==> config.mk <==
export PLATFORM = sky130hd
export DESIGN_NAME = cpu_control
export DESIGN_NICKNAME = d
export VERILOG_FILES = /design/src/rtl/cpu_control.sv
export SDC_FILE = /design/constraint.sdc
export NUM_CORES = 1
export LEC_CHECK = 0
export ABC_AREA = 0
export CELL_PAD_IN_SITES_DETAIL_PLACEMENT = 0
export CELL_PAD_IN_SITES_GLOBAL_PLACEMENT = 2
export CORE_UTILIZATION = 33
export CTS_CLUSTER_SIZE = 40
export DETAILED_ROUTE_END_ITERATION = 10
export DONT_BUFFER_PORTS = 1
export GPL_ROUTABILITY_DRIVEN = 1
export PLACE_DENSITY = 0.86
export SLEW_MARGIN = 20
export SYNTH_ARGS = -nofsm -noshare
export SYNTH_HDL_FRONTEND = slang
export SYNTH_SLANG_ARGS = --single-unit
export TNS_END_PERCENT = 100
==> constraint.sdc <==
create_clock -name clk -period 2.05 [get_ports clk]
set_input_delay 0.41 -clock clk [delete_from_list [all_inputs] [get_ports clk]]
set_output_delay 0.41 -clock clk [all_outputs]
set_load 0.01 [all_outputs]
==> src/rtl/cpu_control.sv <==
`default_nettype none
// ============================================================================
//  Module   : cpu_control
//  Purpose  : Multi-cycle sequencer for the snake CPU. Fetches 16-bit
//             instructions, steps register-file operands into the ALU
//             latches, fires the ALU, writes results back and resolves
//             conditional jumps on the registered ALU compare flag.
//  Revision : 1.0  - initial release
// ============================================================================
module cpu_control #(
  parameter int          PC_W     = 8,
  parameter int unsigned RESET_PC = 0
) (
  input  logic            clk,
  input  logic            reset,
  input  logic            run,
  output logic [PC_W-1:0] pc,
  input  logic [15:0]     instr,
  output logic [3:0]      rf_raddr,
  input  logic [7:0]      rf_rdata,
  output logic            rf_we,
  output logic [3:0]      rf_waddr,
  output logic [7:0]      data_out,
  output logic [2:0]      alu_opcode,
  output logic            c_ain,
  output logic            c_bin,
  output logic            c_alu,
  output logic            c_aout,
  input  logic            alu_flag,
  output logic            halted,
  output logic [2:0]      state_dbg
);

  typedef enum logic [2:0] {
    S_FETCH  = 3'd0,
    S_DECODE = 3'd1,
    S_LOAD_A = 3'd2,
    S_LOAD_B = 3'd3,
    S_EXEC   = 3'd4,
    S_WB     = 3'd5,
    S_HALT   = 3'd6
  } state_t;

  localparam logic [3:0] c_OP_ADDI = 4'h2;
  localparam logic [3:0] c_OP_F    = 4'h6;
  localparam logic [3:0] c_OP_NOP  = 4'h7;
  localparam logic [3:0] c_OP_LDI  = 4'h8;
  localparam logic [3:0] c_OP_JMP  = 4'h9;
  localparam logic [3:0] c_OP_JF   = 4'hA;
  localparam logic [3:0] c_OP_JNF  = 4'hB;
  localparam logic [3:0] c_OP_HALT = 4'hF;

  state_t          r_state, w_next_state;
  logic [PC_W-1:0] r_pc, w_next_pc;
  logic [15:0]     r_ir, w_next_ir;

  // Instruction fields, always taken from the latched instruction register
  logic [3:0]      w_op;
  logic [3:0]      w_rd;
  logic [7:0]      w_imm;
  logic [3:0]      w_rs;
  logic            w_is_alu;
  logic [PC_W-1:0] w_pc_inc;
  logic [PC_W-1:0] w_target;

  assign w_op     = r_ir[15:12];
  assign w_rd     = r_ir[11:8];
  assign w_imm    = r_ir[7:0];
  assign w_rs     = r_ir[3:0];
  // Opcodes 0..6 are ALU operations (op[3]=0 and not the NOP code 7)
  assign w_is_alu = (w_op[3] == 1'b0) && (w_op != c_OP_NOP);
  // PC arithmetic wraps naturally modulo 2^PC_W
  assign w_pc_inc = r_pc + PC_W'(1);
  assign w_target = PC_W'(w_imm);

  assign pc         = r_pc;
  assign alu_opcode = r_ir[14:12];
  assign state_dbg  = r_state;

  // State, program counter and instruction register
  always_ff @(posedge clk) begin
    if (reset) begin
      r_state <= S_FETCH;
      r_pc    <= PC_W'(RESET_PC);
      r_ir    <= 16'h0000;
    end else begin
      r_state <= w_next_state;
      r_pc    <= w_next_pc;
      r_ir    <= w_next_ir;
    end
  end

  // Next-state, PC update and per-state strobe/datapath outputs
  always_comb begin
    w_next_state = r_state;
    w_next_pc    = r_pc;
    w_next_ir    = r_ir;
    rf_raddr     = 4'h0;
    rf_we        = 1'b0;
    rf_waddr     = 4'h0;
    data_out     = 8'h00;
    c_ain        = 1'b0;
    c_bin        = 1'b0;
    c_alu        = 1'b0;
    c_aout       = 1'b0;
    halted       = 1'b0;

    case (r_state)
      S_FETCH: begin
        if (run) begin
          w_next_ir    = instr;
          w_next_state = S_DECODE;
        end
      end

      S_DECODE: begin
        w_next_pc = w_pc_inc;
        case (w_op)
          c_OP_JMP: w_next_pc = w_target;
          c_OP_JF:  if (alu_flag)  w_next_pc = w_target;
          c_OP_JNF: if (!alu_flag) w_next_pc = w_target;
          default:  ;
        endcase
        if (w_is_alu || (w_op == c_OP_LDI)) begin
          w_next_state = S_LOAD_A;
        end else if (w_op == c_OP_HALT) begin
          w_next_state = S_HALT;
        end else begin
          w_next_state = S_FETCH;
        end
      end

      S_LOAD_A: begin
        c_ain = 1'b1;
        if (w_op == c_OP_LDI) begin
          // LDI passes the immediate through the A latch straight to writeback
          data_out     = w_imm;
          w_next_state = S_WB;
        end else begin
          rf_raddr     = w_rd;
          data_out     = rf_rdata;
          w_next_state = S_LOAD_B;
        end
      end

      S_LOAD_B: begin
        c_bin = 1'b1;
        if (w_op == c_OP_ADDI) begin
          // Immediate operand; the register file is not read
          data_out = w_imm;
        end else begin
          rf_raddr = w_rs;
          data_out = rf_rdata;
        end
        w_next_state = S_EXEC;
      end

      S_EXEC: begin
        c_alu = 1'b1;
        // Compare only updates the ALU flag; nothing to write back
        w_next_state = (w_op == c_OP_F) ? S_FETCH : S_WB;
      end

      S_WB: begin
        c_aout       = 1'b1;
        rf_we        = 1'b1;
        rf_waddr     = w_rd;
        w_next_state = S_FETCH;
      end

      S_HALT: begin
        halted = 1'b1;
      end

      default: begin
        w_next_state = S_FETCH;
      end
    endcase
  end

endmodule
`default_nettype wire

Yosys cells after proc, flatten, opt, wreduce, memory -nomap -nowiden
Index checks and enable logic that the tools add are counted.
{ "word_totals": {"ff_bits": 27, "latchBits": 0, "ram_bits": 0, "rom_bits": 0, "input_bits": 28, "output_inout_bits": 36, "memories": 0} }
{ "op_classes": {"add_sub_neg": 1, "multipliers": 0, "div": 0, "magnitude_cmp": 0, "n_eq_ne": 15, "n_shift": 0, "muxes": 21, "n_bitwise": 2, "n_reduce_logical": 5} }
{ "op_table": {"columns": ["operator", "n"], "rows": [
  ["$mux W8", 4],
  ["$pmux W8 S3", 1],
  ["$eq A4 B4 Y1 const B", 5],
  ["$pmux W3 S6", 1],
  ["$pmux W8 S2", 1],
  ["$mux W3", 5],
  ["$mux W4", 3],
  ["$eq A3 B3 Y1 const B", 3],
  ["$add A8 B1 Y8 const B", 1],
  ["$pmux W4 S2", 1],
  ["$eq A3 B2 Y1 const B", 2],
  ["$mux W1", 5],
  ["$eq A4 B2 Y1 const B", 1],
  ["$eq A4 B3 Y1 const B", 1],
  ["$ne A4 B3 Y1 const B", 1],
  ["$reduce_and A2 Y1", 2],
  ["$eq A3 B1 Y1 const B", 1],
  ["$logic_not A3 Y1", 1],
  ["$ne A2 B2 Y1 const B", 1],
  ["$not A1 Y1", 2],
  ["$logic_and A1 B1 Y1", 1],
  ["$logic_or A1 B1 Y1", 1]
]} }

Logic depth before layout (Yosys ltp)
Gate-level depths: netlist of run 1.
{ "depth": {"depth_word": 5, "ltp_mapped": 7, "mapped_depth_nobuf": 5} }

Worst setup path before layout of run 1
No wires, ideal clock.
{ "synth_timing": {"path_type": "reg2out", "from": "register r_state[0] (netlist: state_dbg[0])", "to": "output port rf_raddr[0]", "arrival_time_ps": 1544, "t_required_ps": 1640, "path_slack_ps": 96, "path_stages_with_launch": 6, "path_buffers": 1, "path_cell_list": "dfxtp_1 > clkbuf_1 > inv_1 > or2_2 > a31oi_1 > a22o_1"} }
{ "synth_via": {"elab_chain_len": 2, "word_cells_on_any_way": 3} }
{ "synth_rtl": {"columns": ["element", "line_no", "source"], "rows": [
  ["from (decl)", "53", "state_t r_state, w_next_state;"],
  ["from (signal assigned)", "87", "r_state <= w_next_state;"],
  ["$eq A3 B2 Y1", "108", "case (r_state)"],
  ["$pmux W4 S2 *", "108", null],
  ["to (decl)", "19", "output logic [3:0] rf_raddr,"]
]} }
Mark *: on every way between the ends. The rest lies on a longest branch, timed or not.

Worst setup path in the final report of run 1
{ "layout_timing": {"from": "register r_ir[15]", "to": "output port data_out[6]"} }
{ "layout_via": {"elab_chain_len": 3, "word_cells_on_any_way": 5} }
{ "layout_rtl": {"columns": ["element", "line_no", "source"], "rows": [
  ["from (decl)", "55", "logic [15:0] r_ir, w_next_ir;"],
  ["from (signal assigned)", "89", "r_ir <= w_next_ir;"],
  ["$eq A4 B2 Y1 or $eq A4 B4 Y1 (tied branches)", "148, 135", null],
  ["$mux W8 (on tied branches)", "148, 135", null],
  ["$pmux W8 S2 *", "108", null],
  ["to (decl)", "23", "output logic [7:0] data_out,"]
]} }
Marks and branches as above.

==> implementation parameters, run 1 <==
Parameter                              Value

Route
  Initial DRC count ... 89
  DRC viols ... 0
  Total Routed Length ... 4680 um
  Met3 Routed Length ... 337 um
  Met2 wirelength from detailed routing ... 2140 um
  Top routing layer in use ... met4
  Vias after detailed routing ... 1591
  Met1 wire length ... 2160 um
  Ratio of routed vias to standard cells ... 5.58
  Number of antenna-violating nets in the routed design ... 0
  Per-cell routed wire length ... 16.4 um
  Number of detailed-route iterations in the first pass ... 4

Critical path
  Arr. time, crit path ... 1560 ps
  Critical-path cell list ... and3b_1, o21ai_4, buf_6, mux2i_1, nor2_1
  Critical Path End Type ... output pin
  Buffers & Inverters on Critical Path ... 1
  Critical path's top delay family ... flip-flops
  Delay of the slowest cell on the worst path ... 410 ps
  Maximum fanout along the worst path ... 9
  Path type of the worst setup path ... reg -> out
  CP Data Required Time ... 1640 ps
  Category of the worst setup path launch point ... flip-flop
  Cell type of the slowest stage on the worst timing path ... sky130_fd_sc_hd__dfxtp_4

Logic synthesis
  Dominant combinational cell family by area after synthesis ... simple AND/OR/NAND/NOR gates
  Yosys reg bits ... 27
  Xor and xnor fraction of the mapped netlist area ... 0%
  Asr flop ratio synth ... 0%
  Synthesized Nets ... 248
  Post-synthesis cell count ... 219
  Synth Area in Compound Gates ... 22.8%
  Sequential area share after synthesis ... 33.1%
  Post-synthesis instance area ... 0.00164 sq mm
  Area share of and/or/nand/nor cells after synthesis ... 30.5%
  Avg Inst Size Synth ... 7.47 sq um
  Top flip-flop cell by instance count after synthesis ... sky130_fd_sc_hd__dfxtp_1
  Number of warning messages in the yosys log ... 0
  Post-Synth Adder-Cell Area ... 0.765%
  Number of different library cells in the post-synthesis netlist ... 52
  Mux contribution to synthesized area ... 5.51%
  EDFF count, synth ... 0

Timing
  Worst-Margin Slew ... 472 ps
  RSZ-0062 raised after global routing ... false
  Part of the cycle the worst path needs ... 96.2%
  Headroom to the max-slew limit ... 67.7%
  Number of slew-limit violations in the final report ... 0
  Final hold violation count ... 0
  Final critical-path required period ... 1970 ps
  Minimum hold slack ... 195 ps
  Setup tns final ... 0 ps
  Clock skew ... 3.07 ps
  Fmax ... 507 MHz
  # setup viols final ... 0

Clocking
  Clock network latency to the later pin of the worst-skew pair ... 270 ps
  Clock buffers created by TritonCTS ... 3
  Clock tree root driver cell ... sky130_fd_sc_hd__clkbuf_8
  Hold bufs inserted after CTS ... 0
  CTS clk-pin slew, worst paths ... 100 ps
  Clock net sink count ... 27
  Maximum clock insertion buffer count ... 2
  Clock tree from TritonCTS ... built
  CTS H-tree lvls ... 1
  Buffer count from post-CTS setup fixing ... 0

Finish
  Footprint of the flip-flops and latches ... 548 sq um
  ANT cells ... 0
  Area of the multi-input gates ... 0.00102 sq mm
  Area growth from synthesis to layout ... 12.2%
  Final core occ ... 38.6%
  Number of filler cells placed in the layout ... 531
  Fraction of final layout cells sized beyond drive strength 1 ... 15.6%
  Final #Nets ... 248
  Finished Layout Cells ... 285

GRT
  Overall routing resource usage ... 18.7%
  Number of global-route vias before repair ... 1465
  Pin count of the biggest net entering global routing ... 33
  Number of antenna violations at the first check in global routing ... 0
  Global-route congestion overflow total ... 0
  Wire length of the first global-routing pass ... 7580 um

Placed design
  Number of buffer cells added on primary ports ... 0
  DPL Wire Length ... 3480 um
  Placer's final routability congestion estimate ... 0.824
  Placed Cells incl. Taps ... 281

Floorplanning
  Core Box Area ... 0.00475 sq mm
  Full die area ... 0.00524 sq mm
  Starting density of the core ... 34.4%
  Width of the die ... 72.4 um
  Num rows ... 25
  Number of primary I/O pins ... 64
  Die extent in y ... 72.4 um

Power and ir drop
  Switching part of the total power ... 30.1%
  Clock power frac ... 28.4%
  Static Leak ... 0.722 nW
  Power share of the sequential group ... 53.3%
  Overall power ... 0.00111 W
  Logic gate share of total power ... 18.3%
  VDD IR-drop max ... 222 uV
  Power per unit of standard cell area ... 606 mW/mm^2
  Switch Pwr ... 0.000335 W
  Internal ... 0.000777 W

Min path
  HP Class ... in -> reg

Run status
  Status ... completed

Job
  Max-cap violation count ... 0
-- cell usage in the layout, fill, tap and decap left out, types with 2 or more instances in the layout --
cell type / n
sky130_fd_sc_hd__nor3_1: 5
sky130_fd_sc_hd__and3_1: 5
sky130_fd_sc_hd__a211oi_1: 2
sky130_fd_sc_hd__a22o_1: 4
sky130_fd_sc_hd__dfxtp_1: 23
sky130_fd_sc_hd__nor4b_1: 2
sky130_fd_sc_hd__nor3_2: 2
sky130_fd_sc_hd__o21ai_0: 8
sky130_fd_sc_hd__nand4_1: 2
sky130_fd_sc_hd__nand3_1: 7
sky130_fd_sc_hd__a31oi_1: 3
sky130_fd_sc_hd__dfxtp_2: 3
sky130_fd_sc_hd__buf_4: 14
sky130_fd_sc_hd__nor4_1: 2
sky130_fd_sc_hd__nor2_1: 14
sky130_fd_sc_hd__nand2_1: 40
sky130_fd_sc_hd__a21oi_1: 21
sky130_fd_sc_hd__mux2i_1: 9
sky130_fd_sc_hd__inv_1: 6
sky130_fd_sc_hd__clkbuf_8: 3
sky130_fd_sc_hd__nand2b_1: 3
sky130_fd_sc_hd__and2_1: 4
sky130_fd_sc_hd__nor3b_2: 2
-- Yosys cell counts (all sizes together) (2+ instances only) --
cell type  instances  area share, %
nor3b              3            1.7
buf                7            3.1
dfxtp             27             33
nor4b              2            1.1
and3               6            2.3
nor2              15            3.4
a31oi              4            1.5
a211oi             2           0.92
nand2             40            9.2
inv                6            1.4
nand3              7            2.1
a21oi             22            7.0
nor3               7            2.1
clkbuf            13            3.0
nor4               2           0.76
and2               4            1.5
a22o               4            2.1
nand4              2           0.76
mux2i              9            5.5
a221o              2            1.3
nand2b             3            1.1
o21ai              9            3.0
-- power groups by stage --
stage	Clock (W)	Combinational, W	Sequential, W
2_1_floorplan	0	0.000154	0.000588
3_3_place_gp	0	0.000193	0.000602
3_5_place_dp	0	0.000193	0.000604
4_1_cts	0.000327	0.000199	0.000593
5_1_grt	0.000342	0.000228	0.000599
6_report	0.000316	0.000203	0.000593
-- final timing paths --
kind / start / end / slack, ps / cells after the start
worst max-delay path: r_ir[15]$_SDFFE_PP0P_ / data_out[6] / 80 / 5
worst max register to register: r_ir[12]$_SDFFE_PP0P_ / pc[6]$_SDFFE_PP0P_ / 310 / 4
worst min-delay path: reset / r_ir[15]$_SDFFE_PP0P_ / 200 / 1
worst min register to register: r_ir[11]$_SDFFE_PP0P_ / r_ir[11]$_SDFFE_PP0P_ / 470 / 2
-- cells by family (layout without fill, tap and decap cells) --
| family | Yosys count | count (layout) |
|---|---|---|
| buf+inv | 26 | 25 |
| fa+ha+maj | 1 | 1 |
| simple gates | 100 | 100 |
| flops | 27 | 27 |
| compound gates | 56 | 56 |
| mux | 9 | 9 |
-- flip-flops by register name, indices dropped and copies added (netlist names) --
register   cells
state_dbg      3
pc             8
r_ir          16
-- per-layer routing --
layer | up-vias | GRT usage (%)
met2 | 57 | 29.0
met3 | 4 | 5.00
li1 | 784 | -
met5 | - | 0
met4 | 0 | 5.66
met1 | 746 | 25.3
-- layout make-up --
| class | instances | share of cell area [%] |
|---|---|---|
| timing repair buffer | 15 | 6.34 |
| clock buffer | 4 | 2.45 |
| tap | 67 | 4.57 |
| multi-input combinational | 166 | 55.6 |
| sequential | 27 | 29.9 |
| inverter | 6 | 1.23 |
-- per-stage QoR --
step | instance area (sq um) | setup slack (ps)
6_report | 1840 | 77.0
5_1_grt | 1840 | 2.36
4_1_cts | 1810 | 1.69
3_5_place_dp | 1730 | 207
3_3_place_gp | 1730 | 209
2_1_floorplan | 1640 | 95.6
-- repair_timing --
action | in CTS | in global routing
setup endpoints to repair | 10 | 14
pin swaps | 0 | 0
resized for setup | 7 | 8
-- worst register-to-register path, stage by stage (launching register included) --
cell	delay, ps
sky130_fd_sc_hd__dfxtp_1	570
sky130_fd_sc_hd__a21bo_2	300
sky130_fd_sc_hd__a21oi_2	390
sky130_fd_sc_hd__a21oi_1	80
sky130_fd_sc_hd__a221o_2	300
Power figures use the tool's default switching activity.
==> run 2: changes to the inputs <==
--- a/config.mk
+++ b/config.mk
@@ -7,8 +7,8 @@
 export LEC_CHECK = 0
 export ABC_AREA = 0
 export CELL_PAD_IN_SITES_DETAIL_PLACEMENT = 0
-export CELL_PAD_IN_SITES_GLOBAL_PLACEMENT = 2
-export CORE_UTILIZATION = 33
+export CELL_PAD_IN_SITES_GLOBAL_PLACEMENT = 1
+export CORE_UTILIZATION = 43
 export CTS_CLUSTER_SIZE = 40
 export DETAILED_ROUTE_END_ITERATION = 10
 export DONT_BUFFER_PORTS = 1
==> implementation parameters, run 2 (synthesis gave the netlist of run 1 again) <==
Parameter                              Value

Run status
  Status ... completed

Finish
  Final #Nets ... 246 (-0.81%)
  Number of flip-flops in the largest register ... 16 (unchanged)
  Fraction of final layout cells sized beyond drive strength 1 ... 14.8% (-0.78 points)
  Reg with most FFs ... r_ir
  Most frequent standard cell in the layout excluding fill and tap cells ... sky130_fd_sc_hd__nand2_1
  ANT cells ... 0 (unchanged)
  Area growth from synthesis to layout ... 8.80%
  Commonest cells after routing, fill and taps aside ... 40 x sky130_fd_sc_hd__nand2_1, 22 x sky130_fd_sc_hd__dfxtp_1, 21 x sky130_fd_sc_hd__a21oi_1, 14 x sky130_fd_sc_hd__nor2_1, 13 x sky130_fd_sc_hd__buf_4

Critical path
  Buffers & Inverters on Critical Path ... 2 (+1)
  Path type of the worst setup path ... reg -> out
  Critical path's top delay family ... simple AND/OR/NAND/NOR gates
  Critical-path cell list ... buf_4, inv_1, and3_1, and2_1
  Delay of the slowest cell on the worst path ... 370 ps (-40 ps)
  Category of the worst setup path launch point ... flip-flop
  Launch point of the worst reg-to-reg path ... state_dbg[0]$_SDFFE_PP0P_
  Worst Setup SP ... state_dbg[1]$_SDFFE_PP0P_
  Cell type of the slowest stage on the worst timing path ... sky130_fd_sc_hd__dfxtp_2
  Maximum fanout along the worst path ... 6 (-3)
  CP Data Required Time ... 1640 ps (about the same)
  Critical Path End Type ... output pin
  Arr. time, crit path ... 1530 ps (-30 ps)

Floorplanning
  Full die area ... 0.00405 sq mm (-23%)
  Num rows ... 22 (-12%)
  Number of primary I/O pins ... 64 (unchanged)
  Starting density of the core ... 44.7% (+10 points)
  Die extent in y ... 63.7 um (-12%)
  Width of the die ... 63.7 um (-12%)
  Core Box Area ... 0.00366 sq mm (-23%)

Placed design
  Number of buffer cells added on primary ports ... 0 (unchanged)
  DPL Wire Length ... 3070 um (-12%)
  Placer's final routability congestion estimate ... 0.830 (+0.75%)

Route
  Vias after detailed routing ... 1586 (-0.31%)
  Number of antenna-violating nets in the routed design ... 0 (unchanged)
  Number of detailed-route iterations in the first pass ... 4 (unchanged)
  Initial DRC count ... 93 (+4.5%)
  Ratio of routed vias to standard cells ... 6.01 (+7.6%)
  DRC viols ... 0 (unchanged)
  Total Routed Length ... 4260 um (-8.9%)
  Per-cell routed wire length ... 16.1 um (-1.7%)

Clocking
  Maximum clock insertion buffer count ... 2 (unchanged)
  Buffer count from post-CTS setup fixing ... 0 (unchanged)
  Clock tree root driver cell ... sky130_fd_sc_hd__clkbuf_8
  Clock buffers created by TritonCTS ... 3 (unchanged)
  Clock net sink count ... 27 (unchanged)
  Clock tree from TritonCTS ... built
  CTS H-tree lvls ... 1 (unchanged)
  Clock network latency to the later pin of the worst-skew pair ... 270 ps (about the same)
  CTS clk-pin slew, worst paths ... 90 ps (about the same)

Timing
  Setup tns final ... 0 ps (unchanged)
  Final hold violation count ... 0 (unchanged)
  Final critical-path required period ... 1940 ps (-29.1 ps)
  Minimum hold slack ... 197 ps (+1.34 ps)
  # setup viols final ... 0 (unchanged)
  Worst-Margin Slew ... 623 ps (+151 ps)
  Headroom to the max-slew limit ... 58.3% (-9.4 points)
  Part of the cycle the worst path needs ... 94.8% (-1.4 points)
  Number of slew-limit violations in the final report ... 0 (unchanged)
  RSZ-0062 raised after global routing ... false
  Clock skew ... 4.62 ps (+1.54 ps)
  Fmax ... 514 MHz (+1.5%)

GRT
  Number of antenna violations at the first check in global routing ... 0 (unchanged)
  Pin count of the biggest net entering global routing ... 33 (unchanged)
  Number of global-route vias before repair ... 1449 (-1.1%)
  Overall routing resource usage ... 22.2% (+3.5 points)
  Global-route congestion overflow total ... 0 (unchanged)
  Wire length of the first global-routing pass ... 7130 um (-5.8%)

Min path
  Hold Crit Start ... reset
  HP Class ... in -> reg

Job
  Max-cap violation count ... 0 (unchanged)

Power and ir drop
  VDD IR-drop max ... 428 uV (+93%)
  Static Leak ... 0.708 nW (-1.9%)
  Power per unit of standard cell area ... 610 mW/mm^2 (+0.75%)
[run 2: timing repair]
item | 4_1_cts | 5_1_grt
endpoints found under the setup margin | 4 | 12
hold buffers | 0 | 0
resized for setup | 4 | 8
[run 2: area by class of cell]
cell class / count / area [sq um]
Clock inverter: 1 / 5.00
Fill cell: 370 / 1880
Timing Repair Buffer: 13 / 97.6
Tap cell: 48 / 60.1
Sequential cell: 27 / 552
Inverter: 6 / 22.5
Multi-Input combinational cell: 166 / 1000
Clock buffer: 3 / 41.3
[run 2: worst paths after layout]
check | cells after the start | end | slack [ps]
worst max-delay path | 4 | rf_waddr[3] | 110
worst min-delay path | 1 | r_ir[15]$_SDFFE_PP0P_ | 200
worst max register to register | 4 | pc[6]$_SDFFE_PP0P_ | 350
worst min register to register | 2 | r_ir[11]$_SDFFE_PP0P_ | 470
[run 2: metal layers]
layer  vias up  track usage [%]  part of all wire (%)  routed length, um
met3         2             4.53                   5.9                251
met1       763             30.0                    46               1960
met5         -                0                     0                  0
met2        49             35.9                    47               2020
met4         0             4.83                  0.59                 25
li1        772                -                     -                  -
[run 2: stage by stage]
stage	setup WS (ps)	area [sq um]	total power, W	cells	utilization, %
after floorplan	95.6	1640	0.000743	219	-
after global placement	242	1690	0.000782	260	46.3
after detailed placement	179	1690	0.000785	260	46.3
after CTS	15.6	1750	0.00109	264	47.9
after global routing	8.30	1780	0.00115	264	48.6
final	106	1780	0.00109	264	48.6
[run 2: power breakdown]
group          internal (W)  switching (W)  leakage, nW
Sequential         0.000554      0.0000388        0.223
Clock              0.000136       0.000170       0.0255
Combinational     0.0000740       0.000113        0.460
==> run 3: changes to the inputs <==
--- a/config.mk
+++ b/config.mk
@@ -8,12 +8,12 @@
 export ABC_AREA = 0
 export CELL_PAD_IN_SITES_DETAIL_PLACEMENT = 0
 export CELL_PAD_IN_SITES_GLOBAL_PLACEMENT = 1
-export CORE_UTILIZATION = 43
+export CORE_UTILIZATION = 47
 export CTS_CLUSTER_SIZE = 40
 export DETAILED_ROUTE_END_ITERATION = 10
 export DONT_BUFFER_PORTS = 1
 export GPL_ROUTABILITY_DRIVEN = 1
-export PLACE_DENSITY = 0.86
+export PLACE_DENSITY = 0.93
 export SLEW_MARGIN = 20
 export SYNTH_ARGS = -nofsm -noshare
 export SYNTH_HDL_FRONTEND = slang
==> constraint.sdc (replaced) <==
create_clock -name clk -period 2.3 [get_ports clk]
set_input_delay 0.46 -clock clk [delete_from_list [all_inputs] [get_ports clk]]
set_output_delay 0.46 -clock clk [all_outputs]
set_load 0.01 [all_outputs]
==> implementation parameters, run 3 (synthesis gave the netlist of run 1 again) <==
Parameter                              Value

Route
  Number of detailed-route iterations in the first pass ... 4 (unchanged)
  Initial DRC count ... 39 (-58%)
  Vias after detailed routing ... 1528 (-3.7%)
  Per-cell routed wire length ... 15.6 um (-3.6%)
  Number of antenna-violating nets in the routed design ... 0 (unchanged)
  Total Routed Length ... 4010 um (-5.8%)
  DRC viols ... 0 (unchanged)
  Ratio of routed vias to standard cells ... 5.92 (-1.4%)

Finish
  Number of flip-flops in the largest register ... 16 (unchanged)
  ANT cells ... 0 (unchanged)
  Reg with most FFs ... r_ir
  Final #Nets ... 242 (-1.6%)
  Fraction of final layout cells sized beyond drive strength 1 ... 12.3% (-2.6 points)
  Area growth from synthesis to layout ... 5.97%
  Most frequent standard cell in the layout excluding fill and tap cells ... sky130_fd_sc_hd__nand2_1
  Final core occ ... 51.9% (+3.3 points)
  Area of the multi-input gates ... 997 sq um (-0.38%)
  Number of filler cells placed in the layout ... 329 (-11%)
  Commonest cells after routing, fill and taps aside ... 40 x sky130_fd_sc_hd__nand2_1, 23 x sky130_fd_sc_hd__dfxtp_1, 21 x sky130_fd_sc_hd__a21oi_1, 15 x sky130_fd_sc_hd__nor2_1, 9 x sky130_fd_sc_hd__mux2i_1
  Footprint of the flip-flops and latches ... 548 sq um (-0.68%)

Timing
  Fmax ... 458 MHz
  Final critical-path required period ... 2180 ps
  # setup viols final ... 0 (unchanged)
  Part of the cycle the worst path needs ... 94.8%
  Number of slew-limit violations in the final report ... 0 (unchanged)
  Post-route worst setup slack ... 119 ps (+12.5 ps)
  Minimum hold slack ... 175 ps (-22.0 ps)
  Final hold violation count ... 0 (unchanged)
  Headroom to the max-slew limit ... 57.8% (-0.56 points)
  Clock skew ... 6.92 ps (+2.30 ps)
  RSZ-0062 raised after global routing ... false
  Setup tns final ... 0 ps (unchanged)
  Worst-Margin Slew ... 631 ps (+8.39 ps)

Clocking
  Clock buffers created by TritonCTS ... 3 (unchanged)
  Clock tree root driver cell ... sky130_fd_sc_hd__clkbuf_4
  Clock net sink count ... 27 (unchanged)
  Clock tree from TritonCTS ... built
  Clock network latency to the later pin of the worst-skew pair ... 330 ps (+60 ps)
  CTS H-tree lvls ... 1 (unchanged)
  Maximum clock insertion buffer count ... 2 (unchanged)
  Hold bufs inserted after CTS ... 0 (unchanged)
  CTS clk-pin slew, worst paths ... 150 ps (+60 ps)

Min path
  Hold Path Cell Cnt ... 1 (unchanged)
  HP Class ... in -> reg

Job
  Max-cap violation count ... 0 (unchanged)

Critical path
  Delay of the slowest cell on the worst path ... 380 ps (about the same)
  CP Data Required Time ... 1840 ps (+200 ps)
  Path type of the worst setup path ... reg -> out
  Critical path's top delay family ... simple AND/OR/NAND/NOR gates
  Maximum fanout along the worst path ... 4 (-2)
  Buffers & Inverters on Critical Path ... 0 (-2)
  Arr. time, crit path ... 1720 ps (+190 ps)
  Critical-path cell list ... nand2b_1, or2_2, a31oi_2, a22o_1
  Critical Path End Type ... output pin
  Count of cells along the worst register-to-register path ... 5 (+1)
  Count of cell instances traversed by the critical path ... 4 (unchanged)
  Cell type of the slowest stage on the worst timing path ... sky130_fd_sc_hd__dfxtp_1
  Category of the worst setup path launch point ... flip-flop

Run status
  Status ... completed

Floorplanning
  Full die area ... 0.00372 sq mm (-8.3%)
  Starting density of the core ... 49.0% (+4.3 points)
  Num rows ... 21 (-4.5%)
  Die extent in y ... 61.0 um (-4.2%)
  Width of the die ... 61.0 um (-4.2%)
  Number of primary I/O pins ... 64 (unchanged)
  Core Box Area ... 0.00334 sq mm (-8.9%)

Power and ir drop
  Overall power ... 0.000900 W (-17%)
  Power per unit of standard cell area ... 519 mW/mm^2 (-15%)
  Static Leak ... 0.685 nW (-3.3%)
  VDD IR-drop max ... 262 uV (-39%)

Placed design
  DPL Wire Length ... 2870 um (-6.7%)
  Number of buffer cells added on primary ports ... 0 (unchanged)
  Setup slack at placement ... 207 ps (+27.8 ps)
  Placer's final routability congestion estimate ... 0.797 (-4.0%)

GRT
  Global-route congestion overflow total ... 0 (unchanged)
  Number of global-route vias before repair ... 1226 (-15%)
  Overall routing resource usage ... 22.5% (+0.31 points)
  Number of antenna violations at the first check in global routing ... 0 (unchanged)
  Pin count of the biggest net entering global routing ... 33 (unchanged)
  Wire length of the first global-routing pass ... 6260 um (-12%)
run 3: timing repair:
item	4_1_cts	5_1_grt
setup buffers	0	1
pin swaps	0	1
setup endpoints to repair	12	11
resized for setup	4	5
run 3: power by group:
| part | switching (W) | leakage (nW) | internal (W) |
|---|---|---|---|
| combinational | 0.0000907 | 0.445 | 0.0000644 |
| sequential | 0.0000416 | 0.223 | 0.000495 |
| clock | 0.000143 | 0.0177 | 0.0000652 |
| total | 0.000275 | 0.685 | 0.000624 |
run 3: routing by layer:
layer  up-vias  track usage (%)  part of all wire (%)
met5         -                0                     0
met4         0             4.87                  0.47
met3         2             4.48                   7.8
met2        48             33.8                    44
met1       704             33.2                    47
li1        774                -                     -
run 3: per-stage QoR:
step | cells | instance area (sq um)
floorplan | 219 | 1640
global placement | 253 | 1650
detailed placement | 253 | 1650
CTS | 257 | 1700
global route | 258 | 1730
finish | 258 | 1730
run 3: layout make-up:
cell class              instances  area share [%]
well taps                      46            3.32
clock inverters                 1           0.289
inverters                       6            1.30
clock buffers                   3            1.30
multi-input cells             166            57.5
flip-flops and latches         27            31.6
repair buffers                  9            4.62
run 3: final timing paths:
| path | start | to | slack [ps] |
|---|---|---|---|
| max | state_dbg[2]$_SDFFE_PP0P_ | rf_raddr[3] | 120 |
| min | reset | pc[7]$_SDFFE_PP0P_ | 170 |
| max reg2reg | state_dbg[2]$_SDFFE_PP0P_ | pc[6]$_SDFFE_PP0P_ | 380 |
| min reg2reg | r_ir[6]$_SDFFE_PP0P_ | r_ir[6]$_SDFFE_PP0P_ | 480 |
